`src/rtl/usb_rx_buffer_writer.sv`:
```
// Receive-side packer: checks the DATA-packet CRC16, strips the two CRC bytes and writes the
// payload little-endian into 32-bit buffer words, then hands a good packet to the clk24 core.
module usb_rx_buffer_writer #(
    parameter int BUFFER_SIZE = 1024,
    parameter int WORD_AW     = 8
) (
    input  logic               clk48,
    input  logic               rst_n,
    input  logic               rx_packet_start,
    input  logic               rx_byte_valid,
    input  logic [7:0]         rx_byte,
    input  logic               rx_packet_end,
    input  logic               rx_packet_error,
    input  logic               rx_data1,
    input  logic               rx_setup,
    input  logic [3:0]         rx_endpoint,
    input  logic               buffer_owned_by_core,
    output logic               buffer_write_enable,
    output logic [WORD_AW-1:0] buffer_write_address,
    output logic [31:0]        buffer_write_value,
    output logic               got_packet,
    output logic [15:0]        packet_control,
    output logic               dropped_packet,
    output logic [2:0]         dbg_state
);
    localparam int         MAX_PAYLOAD = (BUFFER_SIZE < 1023) ? BUFFER_SIZE : 1023;
    localparam logic [9:0] MAX_LEN     = 10'(MAX_PAYLOAD);
    localparam logic [15:0] CRC_RESIDUE = 16'hB001;

    typedef enum logic [2:0] {
        S_IDLE       = 3'd0,
        S_RECEIVE    = 3'd1,
        S_FLUSH      = 3'd2,
        S_WRITE_HOLD = 3'd3,
        S_HANDOFF    = 3'd4,
        S_DROP       = 3'd5
    } state_t;

    state_t       r_state, w_state_next;
    logic [3:0]   r_ep;
    logic         r_data1, r_setup;
    logic [15:0]  r_crc;
    logic [9:0]   r_count;
    logic [7:0]   r_hb0, r_hb1;
    logic [1:0]   r_hb_cnt;
    logic [31:0]  r_asm;
    logic         r_eop_seen;
    logic         r_we, r_we_first;
    logic [WORD_AW-1:0] r_waddr;
    logic [31:0]  r_wval;
    logic         r_dropped;

    logic         w_in_rx, w_byte_take, w_push_out, w_overflow, w_commit;
    logic         w_wr_full, w_flush, w_start_accept, w_crc_ok, w_drop;
    logic [9:0]   w_count_nxt;
    logic [1:0]   w_hb_cnt_nxt;
    logic [15:0]  w_crc_nxt;

    function automatic logic [15:0] crc_byte(input logic [15:0] c, input logic [7:0] b);
        logic [15:0] x;
        x = c;
        for (int i = 0; i < 8; i++) begin
            if (x[0] ^ b[i]) x = (x >> 1) ^ 16'hA001;
            else             x = x >> 1;
        end
        return x;
    endfunction

    // Two newest bytes are held back as potential CRC; only the byte they push out is payload.
    assign w_in_rx      = (r_state == S_RECEIVE) && !rx_packet_error && !rx_packet_start;
    assign w_byte_take  = w_in_rx && rx_byte_valid;
    assign w_push_out   = w_byte_take && (r_hb_cnt == 2'd2);
    assign w_overflow   = w_push_out && (r_count == MAX_LEN);
    assign w_commit     = w_push_out && !w_overflow;
    assign w_wr_full    = w_commit && (r_count[1:0] == 2'd3);
    assign w_flush      = (r_state == S_FLUSH) && !rx_packet_error;
    assign w_count_nxt  = r_count + {9'd0, w_commit};
    assign w_hb_cnt_nxt = (w_byte_take && (r_hb_cnt != 2'd2)) ? r_hb_cnt + 2'd1 : r_hb_cnt;
    assign w_crc_nxt    = w_byte_take ? crc_byte(r_crc, rx_byte) : r_crc;
    assign w_crc_ok     = (w_hb_cnt_nxt == 2'd2) && (w_crc_nxt == CRC_RESIDUE);
    assign w_start_accept = rx_packet_start &&
                            ((r_state == S_IDLE) || ((r_state == S_RECEIVE) && !rx_packet_error));

    always_ff @(posedge clk48 or negedge rst_n) begin
        if (!rst_n) r_state <= S_IDLE;
        else        r_state <= w_state_next;
    end

    always_comb begin
        w_state_next = r_state;
        w_drop       = 1'b0;
        case (r_state)
            S_IDLE: begin
                if (rx_packet_start) begin
                    w_state_next = buffer_owned_by_core ? S_DROP : S_RECEIVE;
                    w_drop       = buffer_owned_by_core;
                end
            end
            S_RECEIVE: begin
                if (rx_packet_error) begin
                    w_state_next = S_IDLE;
                    w_drop       = 1'b1;
                end else if (rx_packet_start) begin
                    w_state_next = buffer_owned_by_core ? S_DROP : S_RECEIVE;
                    w_drop       = 1'b1;
                end else if (w_overflow) begin
                    w_state_next = S_DROP;
                    w_drop       = 1'b1;
                end else if (rx_packet_end) begin
                    if (w_crc_ok) begin
                        w_state_next = (w_count_nxt[1:0] != 2'd0) ? S_FLUSH : S_WRITE_HOLD;
                    end else begin
                        w_state_next = S_DROP;
                        w_drop       = 1'b1;
                    end
                end
            end
            S_FLUSH: begin
                w_state_next = rx_packet_error ? S_IDLE : S_WRITE_HOLD;
                w_drop       = rx_packet_error;
            end
            S_WRITE_HOLD: begin
                if (rx_packet_error) begin
                    w_state_next = S_IDLE;
                    w_drop       = 1'b1;
                end else if (!r_we_first) begin
                    w_state_next = S_HANDOFF;
                end
            end
            S_HANDOFF: begin
                w_drop = rx_packet_start;
                if (buffer_owned_by_core) w_state_next = S_IDLE;
            end
            S_DROP: begin
                if (r_eop_seen || rx_packet_end || rx_packet_error) w_state_next = S_IDLE;
            end
            default: w_state_next = S_IDLE;
        endcase
    end

    always_ff @(posedge clk48 or negedge rst_n) begin
        if (!rst_n) begin
            r_ep <= '0; r_data1 <= 1'b0; r_setup <= 1'b0;
            r_crc <= '0; r_count <= '0; r_hb0 <= '0; r_hb1 <= '0; r_hb_cnt <= '0;
            r_asm <= '0; r_eop_seen <= 1'b0;
            r_we <= 1'b0; r_we_first <= 1'b0; r_waddr <= '0; r_wval <= '0;
            r_dropped <= 1'b0;
        end else begin
            r_dropped <= w_drop;
            if (w_start_accept) begin
                r_ep       <= rx_endpoint;
                r_data1    <= rx_data1;
                r_setup    <= rx_setup;
                r_crc      <= 16'hFFFF;
                r_count    <= '0;
                r_hb_cnt   <= '0;
                r_hb0      <= '0;
                r_hb1      <= '0;
                r_asm      <= '0;
                r_eop_seen <= 1'b0;
            end else begin
                r_crc    <= w_crc_nxt;
                r_hb_cnt <= w_hb_cnt_nxt;
                r_count  <= w_count_nxt;
                if (w_byte_take) begin
                    r_hb0 <= rx_byte;
                    r_hb1 <= r_hb0;
                end
                if (w_commit) begin
                    if (r_count[1:0] == 2'd3) r_asm <= '0;
                    else                      r_asm[{r_count[1:0], 3'b000} +: 8] <= r_hb1;
                end
                if ((r_state == S_RECEIVE) && rx_packet_end) r_eop_seen <= 1'b1;
            end
            // Strobe runs two clk48 cycles regardless of state so the clk24 side always sees it.
            if (w_wr_full || w_flush) begin
                r_we       <= 1'b1;
                r_we_first <= 1'b1;
                r_waddr    <= r_count[WORD_AW+1:2];
                r_wval     <= w_wr_full ? {r_hb1, r_asm[23:0]} : r_asm;
            end else if (r_we_first) begin
                r_we_first <= 1'b0;
            end else begin
                r_we <= 1'b0;
            end
        end
    end

    // Handshake: got_packet is a level valid held in HANDOFF; buffer_owned_by_core=1 is the
    // acceptance, after which got_packet falls on the next cycle.
    assign got_packet           = (r_state == S_HANDOFF);
    assign packet_control       = {r_setup, r_data1, r_ep, r_count};
    assign buffer_write_enable  = r_we;
    assign buffer_write_address = r_waddr;
    assign buffer_write_value   = r_wval;
    assign dropped_packet       = r_dropped;
    assign dbg_state            = r_state;
endmodule

```
`config.mk`:
```
export PLATFORM = sky130hd
export DESIGN_NAME = usb_rx_buffer_writer
export DESIGN_NICKNAME = d
export VERILOG_FILES = /design/src/rtl/usb_rx_buffer_writer.sv
export SDC_FILE = /design/constraint.sdc
export NUM_CORES = 1
export LEC_CHECK = 0
export CELL_PAD_IN_SITES_DETAIL_PLACEMENT = 1
export CELL_PAD_IN_SITES_GLOBAL_PLACEMENT = 1
export CORE_UTILIZATION = 30
export CTS_BUF_LIST = sky130_fd_sc_hd__clkbuf_4 sky130_fd_sc_hd__clkbuf_8 sky130_fd_sc_hd__clkbuf_16
export DETAILED_ROUTE_END_ITERATION = 16
export PLACE_DENSITY = 0.71
export SLEW_MARGIN = 25
export SYNTH_ARGS = -nofsm -noshare
export SYNTH_HDL_FRONTEND = slang
export SYNTH_SLANG_ARGS = --single-unit
```
`constraint.sdc`:
```
create_clock -name clk48 -period 3.8 [get_ports clk48]
set_input_delay 0.95 -clock clk48 [delete_from_list [all_inputs] [get_ports clk48]]
set_output_delay 0.95 -clock clk48 [all_outputs]
set_load 0.03 [all_outputs]
```
# Yosys cells after proc, flatten, opt, wreduce, memory -nomap -nowiden
# Index checks and enable logic that the tools add are counted.
# word_totals
regBits,129
input_bits,21
out_inout_bits,62
wordCells,128
# classes
add_sub_neg,3
n_eq_ne,17
n_shift,2
mux,49
n_bitwise,16
reduce_logical,25
# ops
op,count
16-bit 2-to-1 mux,10
32-bit 2-to-1 mux,4
3-bit 2-to-1 mux,11
32-bit bitwise mux,1
8-bit 2-to-1 mux,4
8-bit by 7-bit variable shift with 32-bit output (first input constant),1
8-bit by 7-bit variable part select with 32-bit output,1
2-bit inverter with 3-bit output,8
3-bit case mux with 6 select lines,1
16-bit == test (second input constant),1
1-bit 2-to-1 mux,13
1-bit logical AND,12
10-bit by 1-bit adder with 10-bit output,1
10-bit == test (second input constant),1
10-bit 2-to-1 mux,1
2-bit inequality test (second input constant),4
2-bit nonzero test,4
1-bit XOR,8
5-bit negator with 7-bit output,1
2-bit == test (second input constant),3
3-bit by 2-bit == test with 1-bit output (second input constant),2
3-bit == test (second input constant),2
2-bit 2-to-1 mux,3
5-bit inequality test (second input constant),1
other kinds (9),14

# Longest topological paths before layout
# depth
depth_word,25
depth_mapped,9
depth_no_buf,9

# Worst setup path before layout
# OpenSTA, ideal clock, no wires.
# synth_path
path_type,input port to flip-flop
startpoint,in rx_packet_error
endpoint,reg r_count[8]
setup_ns,0.078
t_arrival_ns,2.903
required_time_ns,3.722
path_slack_ns,0.819
cell_stages,9
n_path_buf,1
path_cell_list,nor4b_1 > and3_1 > buf_2 > o311a_1 > ha_1 > ha_1 > nand3_1 > or3_1 > a21oi_1
# synth_between
elab_chain_len,10
word_cells_on_any_way,12
cone_classes,add/sub (1); mux (1); reduce/logical (10)
# synth_lines
item,line_no,source
"start, declared",13,"input logic rx_packet_error,"
1-bit logical NOT *,"70, 82",
1-bit logical AND *,"70, 82",
1-bit logical AND,70,assign w_in_rx = (r_state == S_RECEIVE) && !rx_packet_error && !rx_packet_start;
1-bit logical AND,71,assign w_byte_take = w_in_rx && rx_byte_valid;
1-bit logical AND,72,assign w_push_out = w_byte_take && (r_hb_cnt == 2'd2);
1-bit logical AND,73,assign w_overflow = w_push_out && (r_count == MAX_LEN);
1-bit logical NOT,74,assign w_commit = w_push_out && !w_overflow;
1-bit logical AND,74,
10-bit by 1-bit adder with 10-bit output,77,"assign w_count_nxt = r_count + {9'd0, w_commit};"
10-bit 2-to-1 mux *,150,if (w_start_accept) begin
"end signal, assigned",164,r_count <= w_count_nxt;
"end, declared",43,logic [9:0] r_count;
# Mark *: on every way between the ends. The rest lies on a longest branch, timed or not.
# A chain may end at the register's enable or synchronous reset.

# Worst setup path after layout
# layout_path
startpoint,in rx_byte[4]
endpoint,reg r_state[2] (netlist: dbg_state[2])
# layout_between
elab_chain_len,17
word_cells_on_any_way,19
cone_classes,eq/ne (1); mux (11); bitwise (6); reduce/logical (1)
# layout_lines
item,line_no,source
"start, declared",11,"input logic [7:0] rx_byte,"
1-bit XOR *,63,if (x[0] ^ b[i]) x = (x >> 1) ^ 16'hA001;
16-bit 2-to-1 mux *,63,
1-bit XOR,63,
16-bit 2-to-1 mux *,63,
1-bit XOR,63,
16-bit 2-to-1 mux *,63,
1-bit XOR,63,
16-bit 2-to-1 mux *,63,
16-bit 2-to-1 mux *,79,"assign w_crc_nxt = w_byte_take ? crc_byte(r_crc, rx_byte) : r_crc;"
16-bit == test *,80,assign w_crc_ok = (w_hb_cnt_nxt == 2'd2) && (w_crc_nxt == CRC_RESIDUE);
1-bit logical AND *,80,
3-bit 2-to-1 mux *,110,if (w_crc_ok) begin
3-bit 2-to-1 mux *,109,end else if (rx_packet_end) begin
3-bit 2-to-1 mux *,106,end else if (w_overflow) begin
3-bit 2-to-1 mux *,103,end else if (rx_packet_start) begin
3-bit 2-to-1 mux *,100,if (rx_packet_error) begin
3-bit case mux with 6 select lines *,92,case (r_state)
"end signal, assigned",86,else r_state <= w_state_next;
"end, declared",39,"state_t r_state, w_state_next;"
# Mark *: on every way between the ends. The rest lies on a longest branch, timed or not. The select of a mux whose other input is x is not followed.

==> flow_metrics.tcl <==
set metrics [dict create \
    status "finished clean" \
    critPathMaxFanout 5 \
    syn_nets 597 \
    endpoint_kind "register" \
    dr.pass1.iters 6 \
    design_area_mm2 0.007530 \
    clockBufferDepth 2 \
    antenna_found_initial 0 \
    power.leakage_nw 3.336 \
    die_area_mm2 0.01972 \
    use_met3_pct 4.000 \
    holdBufCountCts 0 \
    yosysSeqAreaShare_pct 56.15 \
    nFillCells 2078 \
    startpoint_type "input pin" \
    place.gp.congestion 0.8107 \
    layout_common_cells "129 x dfrtp_1, 122 x nand2_1, 81 x clkdlybuf4s50_1" \
    root_buffer "clkbuf_16" \
    setup_violations 0 \
    cts-resized-gates 0 \
    dp.cells 868 \
    final-hold-violation-count 0 \
    hp-start "r_asm[16]$_DFFE_PN0P_" \
    fmax_mhz 313.3 \
    ys.flop_type "dfrtp_1" \
    cp.required_ps 4090 \
    synth_edf_count 0 \
    whs_path_depth 2 \
    grt_max_degree 130 \
    clk_pin_slew_worst_paths_ps 50 \
    crit_path_start "rx_byte[4]" \
    worstPathCellList "clkdlybuf4s50_1, xnor2_1, xor3_2, xnor3_1, mux2i_1, and4bb_1, nor3b_2, o21ai_0" \
    detail_route.wl_per_cell_um 16.71 \
    maxCapViolCount 0 \
    die_x_um 140.4 \
    critPathMaxStageDelay_ps 470 \
    overflow 0 \
    clk_latency_ps 420 \
    post-route-period-util_pct 84.00 \
    p_per_area_mw_per_mm2 598.5 \
    slew_violations 0 \
    synthArstFlopShare_pct 100.0 \
    ys_seq_elements 129 \
    numClockSinks 129 \
    p_total_w 0.004506 \
    path_class "input pin to register" \
    hold_class "register to register" \
    grt-busiest-layer "met2" \
    crit_arrival_ps 3480 \
    nNetsFinal 681 \
    detail_route.iter0.violations 238 \
    die_h_um 140.4 \
    antennaDiodeCount 0 \
    vdd_ir_drop_max_v 0.0003365 \
    period_needed_ps 3192 \
    worstMarginPinSlew_ps 823.7 \
    setup_tns_ps 0 \
    drc 0 \
    final_layout_size_suffix_gt1_share_pct 12.33 \
    synth.distinct_cells 46 \
    rsz0062_at_grt "no" \
    hpwl_um 10430 \
    grt.total_usage_pct 16.69 \
    final_common_cell "dfrtp_1" \
    ff2ff_path_depth 6 \
    start_util_pct 30.63 \
    yosysWarnings 0 \
    met1_usage_pct 21.59 \
    syn2layout_area_growth_pct 30.97 \
    routed_via_density 4.881 \
    slew_headroom_pct 44.66 \
    grt_pass1_vias 4727 \
    ant_nets 0 \
    use_met2_pct 27.42 \
    post_cts_buffers 0 \
    num_vias 4388 \
    io_pins 83 \
    slowest_stage "xor3_2" \
    num_rows 50 \
    placed_area_mm2 0.006882 \
    synth_area_mm2 0.005749 \
    io_buffers 82 \
    cts_tree "done" \
    wl_um 15030 \
    instances_no_fill 899 \
    timing.rr.start "r_count[0]$_DFF_PN0_" \
    avgSynthCellArea_um2 10.10 \
    core_area_mm2 0.01877 \
    fin_skew_ps 7.234 \
    h-tree-depth 4 \
    synth_cells 569 \
    cts_made_buffers 17 \
    grt_pass1_wl_um 25630 \
]
cell type report:
class / instances / area, um2 / area share (%)
timing repair buffer: 95 / 948.4 / 12.60
multi-input combinational: 392 / 2352 / 31.24
inverter: 18 / 67.56 / 0.8973
sequential: 129 / 3228 / 42.87
tap: 234 / 292.8 / 3.888
clock buffer: 20 / 454.2 / 6.032
clock inverter: 11 / 186.4 / 2.476
metrics by stage:
stage | setup slack [ps] | hold WS [ps] | utilization (%)
2_1_floorplan | 818.9 | 446.0 | -
6_report | 607.8 | 482.1 | 40.12
3_3_place_gp | 286.3 | 460.1 | 36.52
5_1_grt | 301.3 | 517.6 | 40.12
3_5_place_dp | 145.6 | 461.3 | 36.67
4_1_cts | 579.0 | 482.1 | 40.08
logic make-up (layout without fill, tap and decap cells):
| group | Yosys count | after routing | synth area share [%] |
|---|---|---|---|
| adder cells (fa/ha/maj) | 7 | 7 | 1.523 |
| AND/OR/NAND/NOR | 223 | 223 | 17.63 |
| XOR/XNOR | 29 | 29 | 5.071 |
| multiplexers | 37 | 37 | 6.964 |
| buffers and inverters | 48 | 144 | 3.351 |
| flip-flops | 129 | 129 | 56.15 |
| AO/OA/AOI/OAI | 96 | 96 | 9.315 |
synthesized netlist by cell type (3+ instances only):
cell type | number | area [um2]
o21ai_0 | 45 | 225.2
and3_1 | 12 | 75.07
nand3_1 | 24 | 120.1
dfrtp_1 | 129 | 3228
nand2_1 | 122 | 457.9
xor2_1 | 6 | 52.55
o31ai_1 | 3 | 22.52
or2_2 | 4 | 25.02
mux2i_1 | 13 | 130.1
buf_2 | 4 | 20.02
o211ai_1 | 5 | 37.54
inv_1 | 18 | 67.56
buf_1 | 4 | 15.01
clkbuf_1 | 20 | 75.07
xnor2_1 | 20 | 175.2
nor3_1 | 7 | 35.03
nor4_1 | 4 | 25.02
ha_1 | 7 | 87.58
nand4_1 | 3 | 18.77
mux2_2 | 24 | 270.3
a21oi_1 | 33 | 165.2
nor2_1 | 31 | 116.4
metal layers:
layer	part of all wire, %	up-vias
li1	-	2103
met1	46	2184
met2	48	82
met3	3.6	19
met4	1.4	0
met5	0	-
report_power, final:
| group | total [W] | internal (W) | switching (W) |
|---|---|---|---|
| Clock | 0.00178 | 0.00119 | 0.000593 |
| Sequential | 0.00165 | 0.00151 | 0.000147 |
| Combinational | 0.00107 | 0.000451 | 0.000621 |
worst max-delay path: cells and delay by family:
kind / cells / cell delay [ps]
compound gates: 1 / 100
mux: 1 / 260
buf+inv: 1 / 440
simple gates: 2 / 460
xor+xnor: 3 / 1270
worst paths after layout:
kind                                                     end  slack [ps]
setup / recovery                    dbg_state[2]$_DFFE_PN0P_         610
hold / removal                         r_asm[16]$_DFFE_PN0P_         480
setup reg to reg           buffer_write_value[4]$_DFFE_PN0P_        1030
hold reg to reg                        r_asm[16]$_DFFE_PN0P_         480
max in group asynchronous           dropped_packet$_DFF_PN0_        2620
min in group asynchronous                r_setup$_DFFE_PN0P_         620
sequential cells by signal (all words and copies together), names as in the netlist:
name and flops:
r_hb1 8, r_eop_seen 1, r_hb0 8, buffer_write_enable 1, dbg_state 3, r_count 10
buffer_write_value 32, r_setup 1, r_hb_cnt 2, r_asm 32, r_data1 1, r_crc 16
buffer_write_address 8, r_we_first 1, r_ep 4, dropped_packet 1
No activity file was read; power rests on OpenSTA's default activity.
